===== src/rtl/uart_buffered_if.sv =====
// Peripheral bus bundle for the buffered UART: request held until a one-cycle ack.
// Reads return data during the ack cycle; writes take effect at the end of it.
interface uart_buffered_if;
  logic        s_valid;
  logic        s_ready;
  logic [31:0] s_addr;
  logic [31:0] s_rdata;
  logic [31:0] s_wdata;
  logic [3:0]  s_wstrb;

  modport master (output s_valid, s_addr, s_wdata, s_wstrb, input s_ready, s_rdata);
  modport slave  (input s_valid, s_addr, s_wdata, s_wstrb, output s_ready, s_rdata);
endinterface


===== src/rtl/uart_buffered.sv =====
// Memory-mapped UART with TX/RX FIFOs, build-time parity, runtime divisor, sticky errors and irq.
// Bus ack one cycle after request; a full FIFO drops the new byte and sets an overflow flag.
module fifo #(
  parameter int W     = 8,
  parameter int DEPTH = 16
) (
  input  logic         clk,
  input  logic         resetn,
  input  logic         push,
  input  logic [W-1:0] din,
  input  logic         pop,
  output logic [W-1:0] dout,
  output logic         full,
  output logic         empty
);
  localparam int AW = $clog2(DEPTH);

  logic [W-1:0] mem [DEPTH];
  logic [AW:0]  wp, rp;
  logic         do_push, do_pop;

  assign empty   = (wp == rp);
  assign full    = (wp[AW] != rp[AW]) && (wp[AW-1:0] == rp[AW-1:0]);
  assign do_pop  = pop && !empty;
  // A pop in the same cycle frees the slot, so a push into a full FIFO still lands.
  assign do_push = push && (!full || do_pop);
  assign dout    = mem[rp[AW-1:0]];

  always_ff @(posedge clk) begin
    if (!resetn) begin
      wp <= '0;
      rp <= '0;
    end else begin
      if (do_push) wp <= wp + (AW+1)'(1);
      if (do_pop)  rp <= rp + (AW+1)'(1);
    end
  end

  always_ff @(posedge clk) begin
    if (do_push) mem[wp[AW-1:0]] <= din;
  end
endmodule

module uart_buffered #(
  parameter int CLK_FREQ  = 100000000,
  parameter int BAUD_RATE = 115200,
  parameter int TX_DEPTH  = 16,
  parameter int RX_DEPTH  = 16,
  parameter int PARITY    = 0
) (
  input  logic             clk,
  input  logic             resetn,
  uart_buffered_if.slave   bus,
  input  logic             uart_rxd,
  output logic             uart_txd,
  output logic             irq
);
  localparam logic [15:0] DIV_RST = 16'(CLK_FREQ / BAUD_RATE - 1);
  localparam bit HAS_PAR = (PARITY != 0);
  localparam bit ODD     = (PARITY == 2);

  localparam logic [2:0] S_IDLE  = 3'd0;
  localparam logic [2:0] S_START = 3'd1;
  localparam logic [2:0] S_DATA  = 3'd2;
  localparam logic [2:0] S_PAR   = 3'd3;
  localparam logic [2:0] S_STOP  = 3'd4;

  logic [15:0] div;
  logic [1:0]  ctrl;
  logic        rxovr, frerr, parerr, txovf;
  logic        rd_pop;

  logic        req, ack, is_wr;
  logic [1:0]  sel;
  logic [8:0]  status;
  logic [15:0] div_new;
  logic        unused_ok;

  logic        tx_push, tx_pop, tx_full, tx_empty, tx_busy;
  logic [7:0]  tx_dout;
  logic        rx_push, rx_pop, rx_full, rx_empty;
  logic [7:0]  rx_dout;

  logic [2:0]  tx_state;
  logic [15:0] tx_cnt, tx_div_q;
  logic [2:0]  tx_bit;
  logic [7:0]  tx_sh;
  logic        tx_par, tx_end;

  logic        rx_s1, rx_s2, rx_s3;
  logic [2:0]  rx_state;
  logic [15:0] rx_cnt, rx_div_q, rx_half;
  logic [2:0]  rx_bit;
  logic [7:0]  rx_sh;
  logic        rx_par_bad, rx_end, rx_stop_samp;
  logic        frerr_set, parerr_set, rxovr_set, txovf_set;

  assign req   = bus.s_valid & ~bus.s_ready;
  assign ack   = bus.s_valid & bus.s_ready;
  assign is_wr = |bus.s_wstrb;
  assign sel   = bus.s_addr[3:2];
  assign unused_ok = ^{bus.s_addr[31:4], bus.s_addr[1:0], bus.s_wdata[31:16]};

  assign tx_busy = (tx_state != S_IDLE);
  assign status  = {txovf, tx_busy, parerr, frerr, rxovr, rx_full, ~rx_empty, tx_empty, tx_full};
  assign div_new = {bus.s_wstrb[1] ? bus.s_wdata[15:8] : div[15:8],
                    bus.s_wstrb[0] ? bus.s_wdata[7:0]  : div[7:0]};

  assign tx_push   = ack & is_wr & (sel == 2'd0) & bus.s_wstrb[0];
  assign rx_pop    = ack & rd_pop;
  assign txovf_set = tx_push & tx_full & ~tx_pop;

  fifo #(.W(8), .DEPTH(TX_DEPTH)) u_tx_fifo (
    .clk(clk), .resetn(resetn), .push(tx_push), .din(bus.s_wdata[7:0]),
    .pop(tx_pop), .dout(tx_dout), .full(tx_full), .empty(tx_empty)
  );

  fifo #(.W(8), .DEPTH(RX_DEPTH)) u_rx_fifo (
    .clk(clk), .resetn(resetn), .push(rx_push), .din(rx_sh),
    .pop(rx_pop), .dout(rx_dout), .full(rx_full), .empty(rx_empty)
  );

  // Read data is captured in the request cycle; the pop decision travels with it so
  // a byte arriving during the ack cycle is never consumed unseen.
  always_ff @(posedge clk) begin
    if (!resetn) begin
      bus.s_ready <= 1'b0;
      bus.s_rdata <= '0;
      rd_pop      <= 1'b0;
    end else begin
      bus.s_ready <= req;
      bus.s_rdata <= '0;
      rd_pop      <= 1'b0;
      if (req && !is_wr) begin
        case (sel)
          2'd0: if (!rx_empty) begin
            bus.s_rdata <= {23'b0, 1'b1, rx_dout};
            rd_pop      <= 1'b1;
          end
          2'd1:    bus.s_rdata <= {23'b0, status};
          2'd2:    bus.s_rdata <= {16'b0, div};
          default: bus.s_rdata <= {30'b0, ctrl};
        endcase
      end
    end
  end

  always_ff @(posedge clk) begin
    if (!resetn) begin
      div    <= DIV_RST;
      ctrl   <= 2'b00;
      rxovr  <= 1'b0;
      frerr  <= 1'b0;
      parerr <= 1'b0;
      txovf  <= 1'b0;
    end else begin
      if (ack && is_wr) begin
        if (sel == 2'd2 && |bus.s_wstrb[1:0])
          div <= (div_new < 16'd7) ? 16'd7 : div_new;
        if (sel == 2'd3 && bus.s_wstrb[0])
          ctrl <= bus.s_wdata[1:0];
        if (sel == 2'd1 && bus.s_wstrb[0]) begin
          if (bus.s_wdata[4]) rxovr  <= 1'b0;
          if (bus.s_wdata[5]) frerr  <= 1'b0;
          if (bus.s_wdata[6]) parerr <= 1'b0;
        end
        if (sel == 2'd1 && bus.s_wstrb[1] && bus.s_wdata[8]) txovf <= 1'b0;
      end
      if (rxovr_set)  rxovr  <= 1'b1;
      if (frerr_set)  frerr  <= 1'b1;
      if (parerr_set) parerr <= 1'b1;
      if (txovf_set)  txovf  <= 1'b1;
    end
  end

  always_ff @(posedge clk) begin
    if (!resetn) irq <= 1'b0;
    else         irq <= (ctrl[0] & ~rx_empty) | (ctrl[1] & tx_empty & ~tx_busy);
  end

  assign tx_end = (tx_cnt == tx_div_q);
  assign tx_pop = ~tx_empty & ((tx_state == S_IDLE) | ((tx_state == S_STOP) & tx_end));

  always_ff @(posedge clk) begin
    if (!resetn) begin
      tx_state <= S_IDLE;
      uart_txd <= 1'b1;
      tx_cnt   <= '0;
      tx_div_q <= '0;
      tx_bit   <= '0;
      tx_sh    <= '0;
      tx_par   <= 1'b0;
    end else begin
      case (tx_state)
        S_IDLE: if (tx_pop) begin
          tx_state <= S_START;
          uart_txd <= 1'b0;
          tx_cnt   <= '0;
          tx_sh    <= tx_dout;
          tx_par   <= (^tx_dout) ^ ODD;
          tx_div_q <= div;
        end
        S_START: if (tx_end) begin
          tx_cnt   <= '0;
          tx_bit   <= '0;
          tx_state <= S_DATA;
          uart_txd <= tx_sh[0];
          tx_sh    <= {1'b0, tx_sh[7:1]};
        end else tx_cnt <= tx_cnt + 16'd1;
        S_DATA: if (tx_end) begin
          tx_cnt <= '0;
          if (tx_bit == 3'd7) begin
            tx_state <= HAS_PAR ? S_PAR : S_STOP;
            uart_txd <= HAS_PAR ? tx_par : 1'b1;
          end else begin
            tx_bit   <= tx_bit + 3'd1;
            uart_txd <= tx_sh[0];
            tx_sh    <= {1'b0, tx_sh[7:1]};
          end
        end else tx_cnt <= tx_cnt + 16'd1;
        S_PAR: if (tx_end) begin
          tx_cnt   <= '0;
          tx_state <= S_STOP;
          uart_txd <= 1'b1;
        end else tx_cnt <= tx_cnt + 16'd1;
        S_STOP: if (tx_end) begin
          tx_cnt <= '0;
          // Next byte starts straight out of the stop bit; the divisor is resampled here.
          if (tx_pop) begin
            tx_state <= S_START;
            uart_txd <= 1'b0;
            tx_sh    <= tx_dout;
            tx_par   <= (^tx_dout) ^ ODD;
            tx_div_q <= div;
          end else tx_state <= S_IDLE;
        end else tx_cnt <= tx_cnt + 16'd1;
        default: begin
          tx_state <= S_IDLE;
          uart_txd <= 1'b1;
        end
      endcase
    end
  end

  assign rx_half      = {1'b0, rx_div_q[15:1]} + {15'b0, rx_div_q[0]};
  assign rx_end       = (rx_cnt == rx_div_q);
  assign rx_stop_samp = (rx_state == S_STOP) & rx_end;
  assign frerr_set    = rx_stop_samp & ~rx_s2;
  assign parerr_set   = rx_stop_samp & rx_s2 & rx_par_bad;
  assign rx_push      = rx_stop_samp & rx_s2 & ~rx_par_bad;
  assign rxovr_set    = rx_push & rx_full & ~rx_pop;

  always_ff @(posedge clk) begin
    if (!resetn) begin
      rx_s1      <= 1'b1;
      rx_s2      <= 1'b1;
      rx_s3      <= 1'b1;
      rx_state   <= S_IDLE;
      rx_cnt     <= '0;
      rx_div_q   <= '0;
      rx_bit     <= '0;
      rx_sh      <= '0;
      rx_par_bad <= 1'b0;
    end else begin
      rx_s1 <= uart_rxd;
      rx_s2 <= rx_s1;
      rx_s3 <= rx_s2;
      case (rx_state)
        S_IDLE: if (rx_s3 && !rx_s2) begin
          rx_state   <= S_START;
          rx_cnt     <= '0;
          rx_div_q   <= div;
          rx_par_bad <= 1'b0;
        end
        S_START: if (rx_cnt == rx_half) begin
          rx_cnt   <= '0;
          rx_bit   <= '0;
          rx_state <= rx_s2 ? S_IDLE : S_DATA;
        end else rx_cnt <= rx_cnt + 16'd1;
        S_DATA: if (rx_end) begin
          rx_cnt <= '0;
          rx_sh  <= {rx_s2, rx_sh[7:1]};
          rx_bit <= rx_bit + 3'd1;
          if (rx_bit == 3'd7) rx_state <= HAS_PAR ? S_PAR : S_STOP;
        end else rx_cnt <= rx_cnt + 16'd1;
        S_PAR: if (rx_end) begin
          rx_cnt     <= '0;
          rx_par_bad <= rx_s2 != ((^rx_sh) ^ ODD);
          rx_state   <= S_STOP;
        end else rx_cnt <= rx_cnt + 16'd1;
        S_STOP: if (rx_end) rx_state <= S_IDLE;
                else        rx_cnt   <= rx_cnt + 16'd1;
        default: rx_state <= S_IDLE;
      endcase
    end
  end
endmodule


===== src/flat_wrapper.sv =====
// flat-port wrapper written by rule: the top's interface ports become plain ports
module uart_buffered_flat 
#(
  parameter int CLK_FREQ  = 100000000,
  parameter int BAUD_RATE = 115200,
  parameter int TX_DEPTH  = 16,
  parameter int RX_DEPTH  = 16,
  parameter int PARITY    = 0
)
  (clk, resetn, uart_rxd, uart_txd, irq, bus_s_valid, bus_s_addr, bus_s_wdata, bus_s_wstrb, bus_s_ready, bus_s_rdata);
  uart_buffered_if bus_i ();
  input  logic clk;
  input  logic resetn;
  input  logic uart_rxd;
  output logic uart_txd;
  output logic irq;
  input wire logic [$bits(bus_i.s_valid)-1:0] bus_s_valid;
  input wire logic [$bits(bus_i.s_addr)-1:0] bus_s_addr;
  input wire logic [$bits(bus_i.s_wdata)-1:0] bus_s_wdata;
  input wire logic [$bits(bus_i.s_wstrb)-1:0] bus_s_wstrb;
  output wire logic [$bits(bus_i.s_ready)-1:0] bus_s_ready;
  output wire logic [$bits(bus_i.s_rdata)-1:0] bus_s_rdata;
  assign bus_i.s_valid = bus_s_valid;
  assign bus_i.s_addr = bus_s_addr;
  assign bus_i.s_wdata = bus_s_wdata;
  assign bus_i.s_wstrb = bus_s_wstrb;
  assign bus_s_ready = bus_i.s_ready;
  assign bus_s_rdata = bus_i.s_rdata;
  uart_buffered #(.CLK_FREQ(CLK_FREQ), .BAUD_RATE(BAUD_RATE), .TX_DEPTH(TX_DEPTH), .RX_DEPTH(RX_DEPTH), .PARITY(PARITY)) u_core (.clk(clk), .resetn(resetn), .bus(bus_i), .uart_rxd(uart_rxd), .uart_txd(uart_txd), .irq(irq));
endmodule

===== config.mk =====
export PLATFORM = sky130hd
export DESIGN_NAME = uart_buffered_flat
export DESIGN_NICKNAME = d
export VERILOG_FILES = /design/src/rtl/uart_buffered_if.sv /design/src/rtl/uart_buffered.sv /design/src/flat_wrapper.sv
export SDC_FILE = /design/constraint.sdc
export NUM_CORES = 1
export LEC_CHECK = 0
export CORE_MARGIN = 5
export CORE_UTILIZATION = 25
export CTS_BUF_LIST = sky130_fd_sc_hd__clkbuf_2 sky130_fd_sc_hd__clkbuf_4 sky130_fd_sc_hd__clkbuf_8
export DETAILED_ROUTE_END_ITERATION = 16
export PLACE_DENSITY = 0.48
export REMOVE_ABC_BUFFERS = 1
export SETUP_SLACK_MARGIN = 0.05
export SLEW_MARGIN = 20
export SYNTH_ARGS = -nofsm -noshare
export SYNTH_HDL_FRONTEND = slang
export SYNTH_SLANG_ARGS = --single-unit
export TNS_END_PERCENT = 20

===== constraint.sdc =====
create_clock -name clk -period 7.5 [get_ports clk]
set_clock_uncertainty 0.05 [all_clocks]
set_input_delay 2.25 -clock clk [delete_from_list [all_inputs] [get_ports clk]]
set_output_delay 2.25 -clock clk [all_outputs]
set_load 0.01 [all_outputs]

### Yosys cells after proc, flatten, opt, wreduce, memory -nomap -nowiden

Memory sizes are Yosys's and may differ from the RTL's. A register that Yosys moved wholly into a read port is not among the register bits.
Cells that the tools add are included.

| word-level totals | value |
|---|---|
| bits in registers | 174 |
| memory bits (writable) | 256 |
| input bits | 72 |
| output and inout bits | 35 |
| logic and storage cells | 256 |
| memories kept | 2 |

| operators by class | value |
|---|---|
| add/subtract/negate cells | 9 |
| magnitude comparators | 1 |
| equality and inequality tests | 37 |
| muxes and demuxes | 79 |
| bitwise operators | 30 |
| reductions and logical operators | 69 |

Memory list:

| name | words | width | rd ports | clocked after memory_dff | wr ports | RTL line | text |
|---|---|---|---|---|---|---|---|
| u_core.u_rx_fifo.mem | 16 | 8 | 1 | 1 | 1 | uart_buffered.sv:18 | `logic [W-1:0] mem [DEPTH];` |
| u_core.u_tx_fifo.mem | 16 | 8 | 1 | 1 | 1 | uart_buffered.sv:18 |  |

Operators with widths:

| kind | count |
|---|---|
| 2-to-1 mux 16 bit | 9 |
| case mux 16 bit (2 select lines) | 2 |
| case mux 16 bit (4 select lines) | 1 |
| 2-to-1 mux 8 bit | 7 |
| 2-to-1 mux 3 bit | 17 |
| equality test 16 bit | 3 |
| case mux 16 bit (3 select lines) | 1 |
| adder 16 x 1 -> 16 bit, second input constant | 2 |
| case mux 8 bit (4 select lines) | 1 |
| nonzero test 2 bit | 16 |
| case mux 3 bit (5 select lines) | 2 |
| 2-to-1 mux 1 bit | 29 |
| != test 2 x 1 -> 1 bit, second input constant | 12 |
| AND reduction 3 bit | 7 |
| adder 5 x 1 -> 5 bit, second input constant | 4 |
| AND 1 bit | 20 |
| adder 15 x 1 -> 16 bit | 1 |
| < comparator 16 x 3 -> 1 bit, second input constant | 1 |
| 2-to-1 mux 4 bit | 4 |
| AND reduction 2 bit | 8 |
| logical AND 1 bit | 14 |
| equality test 3 x 2 -> 1 bit, second input constant | 4 |
| equality test 3 bit, second input constant | 4 |
| case mux 3 bit (2 select lines) | 2 |
| 26 further kinds | 54 |

### Depth between registers and ports, before layout

| logic depth | value |
|---|---|
| depth in word-level cells | 9 |
| gate-level depth with buffers | 11 |
| depth with buffers taken out | 10 |

### Modules after synthesis

A second synthesis with hierarchy kept.

| unflattened totals | value |
|---|---|
| cell total of the unflattened synthesis | 1374 |
| area, all modules | 18295.0 um^2 |

By module, submodules not included:

| module | times used | cells each | area each (um^2) | seq. area each (um^2) |
|---|---|---|---|---|
| fifo | 2 | 267 | 5720.5 | 4124.0 |
| uart_buffered | 1 | 840 | 6854.1 | 2762.6 |

### Worst setup path before layout

OpenSTA, ideal clock, no wires.

| timing path | value |
|---|---|
| kind | input-to-reg |
| from | input bus_s_valid |
| to | memory u_core.u_rx_fifo.mem[3][0], enable pin |
| setup time | 0.383 ns |
| data arrival time | 3.751 ns |
| required time | 7.067 ns |
| slack | 3.316 ns |
| stages | 5 |
| path buffers | 0 |
| cells stage by stage | and2_1 > a21boi_0 > nor3_2 > nand2_1 > nor3_1 |

| on the way | value |
|---|---|
| cells in the longest elaborated chain, start to end | 7 |

RTL lines:

| what | RTL line | text |
|---|---|---|
| from (decl) | flat_wrapper.sv:17 | `input wire logic [$bits(bus_i.s_valid)-1:0] bus_s_valid;` |
| AND 1 bit | uart_buffered.sv:99 | `assign ack = bus.s_valid & bus.s_ready;` |
| AND 1 bit | uart_buffered.sv:110 | `assign rx_pop = ack & rd_pop;` |
| logical AND 1 bit | uart_buffered.sv:24 | `assign do_pop = pop && !empty;` |
| logical OR 1 bit | uart_buffered.sv:26 | `assign do_push = push && (!full \|\| do_pop);` |
| logical AND 1 bit | uart_buffered.sv:26 |  |
| 2-to-1 mux 1 bit | uart_buffered.sv:40 | `if (do_push) mem[wp[AW-1:0]] <= din;` |
| 2-to-1 mux 1 bit (not written as such) | uart_buffered.sv:40 |  |
| to (decl) | uart_buffered.sv:18 |  |

No other way between the ends.

### Worst setup path after layout

| timing path | value |
|---|---|
| from | input bus_s_wstrb[0] |
| to | memory u_core.u_tx_fifo.mem[11][6], enable pin |

| on the way | value |
|---|---|
| cells in the longest elaborated chain, start to end | 7 |

RTL lines:

| what | RTL line | text |
|---|---|---|
| from (decl) | flat_wrapper.sv:20 | `input wire logic [$bits(bus_i.s_wstrb)-1:0] bus_s_wstrb;` |
| OR reduction 4 bit | uart_buffered.sv:100 | `assign is_wr = \|bus.s_wstrb;` |
| AND 1 bit (2 in series) | uart_buffered.sv:109 | `assign tx_push = ack & is_wr & (sel == 2'd0) & bus.s_wstrb[0];` |
| AND 1 bit (*) | uart_buffered.sv:109 |  |
| logical AND 1 bit (*) | uart_buffered.sv:26 |  |
| 2-to-1 mux 1 bit (*) | uart_buffered.sv:40 |  |
| 2-to-1 mux 1 bit (not written as such) (*) | uart_buffered.sv:40 |  |
| to (decl) | uart_buffered.sv:18 |  |

Mark *: on every way between the ends. The rest lies on a longest branch, timed or not.

==> results.md <==
* Placer Congestion at just over 0.8
* Number of synthesized register bits at 422
* Post-synthesis sequential area ratio at 61.1%
* Root Buffer: clkbuf_8
* Reg2Reg Setup Slack at 3.77 ns
* 1st-iter DRT viols at about 880
* Total GRT Usage at between 10 and 15%
* Peak VDD IR at 119 uV
* Fin crit period at 4.73 ns
* Filler cell count in the final layout at 7,223
* DIE AREA at 77,500 um2
* Sink Count at 422
* Worst Hold Class: reg2reg
* R2r endpoint: u_core.u_rx_fifo.mem[5][7]$_DFFE_PP_
* HP Start: u_core.tx_sh[7]$_SDFFE_PN0P_
* First-pass GRT wire length at 69,400 um
* Cell Area, Synth at ~18,000 um2
* Crit path capture type: flip-flop
* Hpwl dp at approximately 30,000 um
* Slew HR at approximately a third
* Data required time at the worst endpoint at 7.71 ns
* CP cell instances: clkdlybuf4s50_1 > nand2_1 > nor3_1 > o21a_1 > nand2_1 > nor2_1
* Vias in the first global route at around 11,000
* Yosys cell types at 73
* Status: completed
* Worst R2R Start: u_core.rx_div_q[9]$_SDFFE_PN0P_
* Period utilisation layout at between 60% and 70%
* Total wire length at 45,100 um
* Die X at 278 um
* P&R area growth vs syn at 16.2%
* Remaining Overflow, GRT at 0
* Post-synth ARST share at 0%
* Post-synth EDFFs at roughly 260
* Data arrival, critical path at a little under 5 ns
* TNS Setup at 0 ns
* Post-layout util at 29.3%
* Pleak at 6.80 nW
* Core area at a little over 70,000 um2
* Via Count at 11,300
* Die Ht at approximately 280 um
* Final setup vio count at 0
* Placed cell count at 2,352
* Clock buffer depth at 3
* Reg2Reg Depth at 7
* Final Net Count at 1,566
* Number of H-tree levels at 3
* Crit start category: primary input
* # rows at 98
* Post-detailed-route count of antenna-violating nets at 0
* Post-CTS Resized at 0
* Buf+Inv Stages, Crit Path at 1
* Initial antenna violation count at 3
* Largest net degree at the start of global routing at between 60 and 70
* Cts hold-fix bufs at 0
* Slowest-stage cell, CP: clkdlybuf4s50_1
* Final max-slew violation count at 0
* Buffer count from post-CTS setup fixing at 0
* Finished Layout Cells at 2,479
* # port buffers at between 40 and 50
* Initial core utilization at 25.2%
* Fmax at 0.211 GHz
* Crit-path max cell delay at 0.86 ns
* Hold EP: u_core.tx_sh[7]$_SDFFE_PN0P_
* I/O pin total at between 100 and 150
* Setup CP Type: in2reg
* Crit-path leading delay family: simple AND/OR/NAND/NOR gates
* Prevailing post-synth register cell: edfxtp_1
* Synthesis Warnings at 0
* RSZ-0062 raised after global routing: false
* Gate count of the mapped netlist at between 1,000 and 1,500
* Number of buffers created by CTS at 72
* CTS tree: done
* Pre-antenna DRT Iters at 5
* Final instance area at roughly 21,000 um2
* Share of cells above drive strength 1 at 15.5%
* CP most frequent cell: nand2_1
* Critical Path Fanout Max at 15
* Avg WL per Cell at 18.2 um
* Placed inst area at just under 20,000 um2
* Pwr dens at between 200 and 250 nW/um2
* Number of vias per cell at 4.54
* Mean post-synth cell area at 12.8 um2
* Hold path cells at 2
* Worst-Margin Slew at 1.00 ns
* Worst skew pair latency at between 0.6 and 0.7 ns
* Reg clk slew, reported paths at 0.06 ns
* Hold Fails Final Rpt at 0
* Overall power at a little over 0.005 W
* Remaining DRCs at 0
* Maxcap violations at 0
## cell usage after synthesis (all sizes together), types with 5 or more instances
cell type	instances	area share, %
edfxtp	256	43
dfxtp	166	18
nand2	148	3.1
nor2	120	2.5
a21oi	86	2.4
mux4	73	9.1
clkbuf	60	1.3
xnor2	46	2.2
xor2	42	2.0
buf	36	1.2
o21ai	36	1.0
nand3	35	0.97
mux2i	29	1.6
nor3	24	0.69
a211oi	19	0.79
and3	19	0.66
inv	19	0.40
nand4	19	0.69
ha	18	1.3
nand2b	14	0.49
nor4	13	0.57
and2	12	0.42
nor2b	12	0.42
o22ai	12	0.42
or3	8	0.31
a22oi	7	0.29
mux2	7	0.44
o22a	7	0.34
a31oi	5	0.17
o31a	5	0.24
o31ai	5	0.21
## metrics by stage
stage	hold WS, ns	setup slack [ns]
floorplan	0.336	2.78
detailed placement	0.400	2.14
finish	0.403	2.77
CTS	0.408	2.82
global placement	0.389	2.24
global route	0.430	2.71
## worst max path at each step
stage                         from                               endpoint  slack (ns)  depth (start not counted)
CTS                 bus_s_wstrb[0]  u_core.u_tx_fifo.mem[11][6]$_DFFE_PP_        2.82                          6
floorplan                   resetn        u_core.rx_state[0]$_SDFFE_PN0P_        2.78                          5
detailed placement  bus_s_wstrb[0]  u_core.u_tx_fifo.mem[11][6]$_DFFE_PP_        2.14                          6
global route        bus_s_wstrb[0]  u_core.u_tx_fifo.mem[11][6]$_DFFE_PP_        2.71                          6
global placement    bus_s_wstrb[0]   u_core.u_tx_fifo.mem[7][3]$_DFFE_PP_        2.24                          6
finish              bus_s_wstrb[0]  u_core.u_tx_fifo.mem[11][6]$_DFFE_PP_        2.77                          6
## cell families (layout without fill, tap and decap cells)
| kind of cell | after synthesis | in the layout | synth area share, % |
|---|---|---|---|
| xor gates and xnor gates | 88 | 88 | 4.28 |
| DFF | 422 | 422 | 61.1 |
| adders and majority gates | 18 | 18 | 1.25 |
| and+or+nand+nor | 447 | 447 | 11.8 |
| AOI/OAI and AO/OA | 212 | 212 | 7.49 |
| muxes | 109 | 109 | 11.2 |
| buffers and inverters | 115 | 216 | 2.86 |
| other | 1 | 17 | 0.0208 |
## worst register-to-register path, delay by kind of cell, from the launching register on
family / cells / cell delay (ns)
simple gates: 6 / 2.52
flops: 1 / 0.61
xor+xnor: 1 / 0.18
## area by class of cell
type	instances	area [um2]	share of cell area (%)
antenna	1	2.50	0.0119
clock buffer	95	1190	5.68
clock inverter	31	283	1.35
inverter	19	72.6	0.347
multi-input combinational	890	6550	31.3
sequential	422	11000	52.6
tap	950	1190	5.68
timing repair buffer	71	643	3.07
## sequential cells by signal (all words and copies together) (netlist names), 5 cells and up, named ones only
signal and flops:
u_core.u_rx_fifo.mem 128, u_core.u_tx_fifo.mem 128, u_core.bus.s_rdata 16, u_core.div 16, u_core.rx_cnt 16, u_core.rx_div_q 16, u_core.tx_cnt 16, u_core.tx_div_q 16
u_core.rx_sh 8, u_core.tx_sh 8, u_core.u_rx_fifo.rp 5, u_core.u_rx_fifo.wp 5, u_core.u_tx_fifo.rp 5, u_core.u_tx_fifo.wp 5
## layer usage
metal,global-route usage (%),share of wire [%]
met1,15.7,46
met2,18.3,46
met3,2.69,5.4
met4,3.06,2.2
met5,0,0
## layout by cell type, fill, tap and decap left out, types with 5 or more instances in the layout
master	instances
edfxtp_1	256
dfxtp_1	164
nand2_1	148
nor2_1	120
a21oi_1	85
clkbuf_8	76
mux4_2	73
xnor2_1	46
clkdlybuf4s50_1	44
xor2_1	42
nand3_1	35
mux2i_1	29
o21ai_0	28
buf_4	27
nor3_1	22
a211oi_1	19
and3_1	19
clkbuf_4	19
inv_1	18
nand4_1	18
ha_1	18
conb_1	16
nand2b_1	14
clkinv_1	14
and2_1	12
nor2b_1	12
o22ai_1	12
nor4_1	11
or3_1	7
o22a_1	7
a22oi_1	7
o21ai_1	7
mux2_2	7
clkinv_2	6
o31ai_1	5
o31a_1	5
a31oi_1	5
## report_power, final
part	switching (W)	internal [W]
Sequential	0.0000458	0.00249
Clock	0.000955	0.00118
Combinational	0.000254	0.000180
Power figures use the tool's default switching activity.
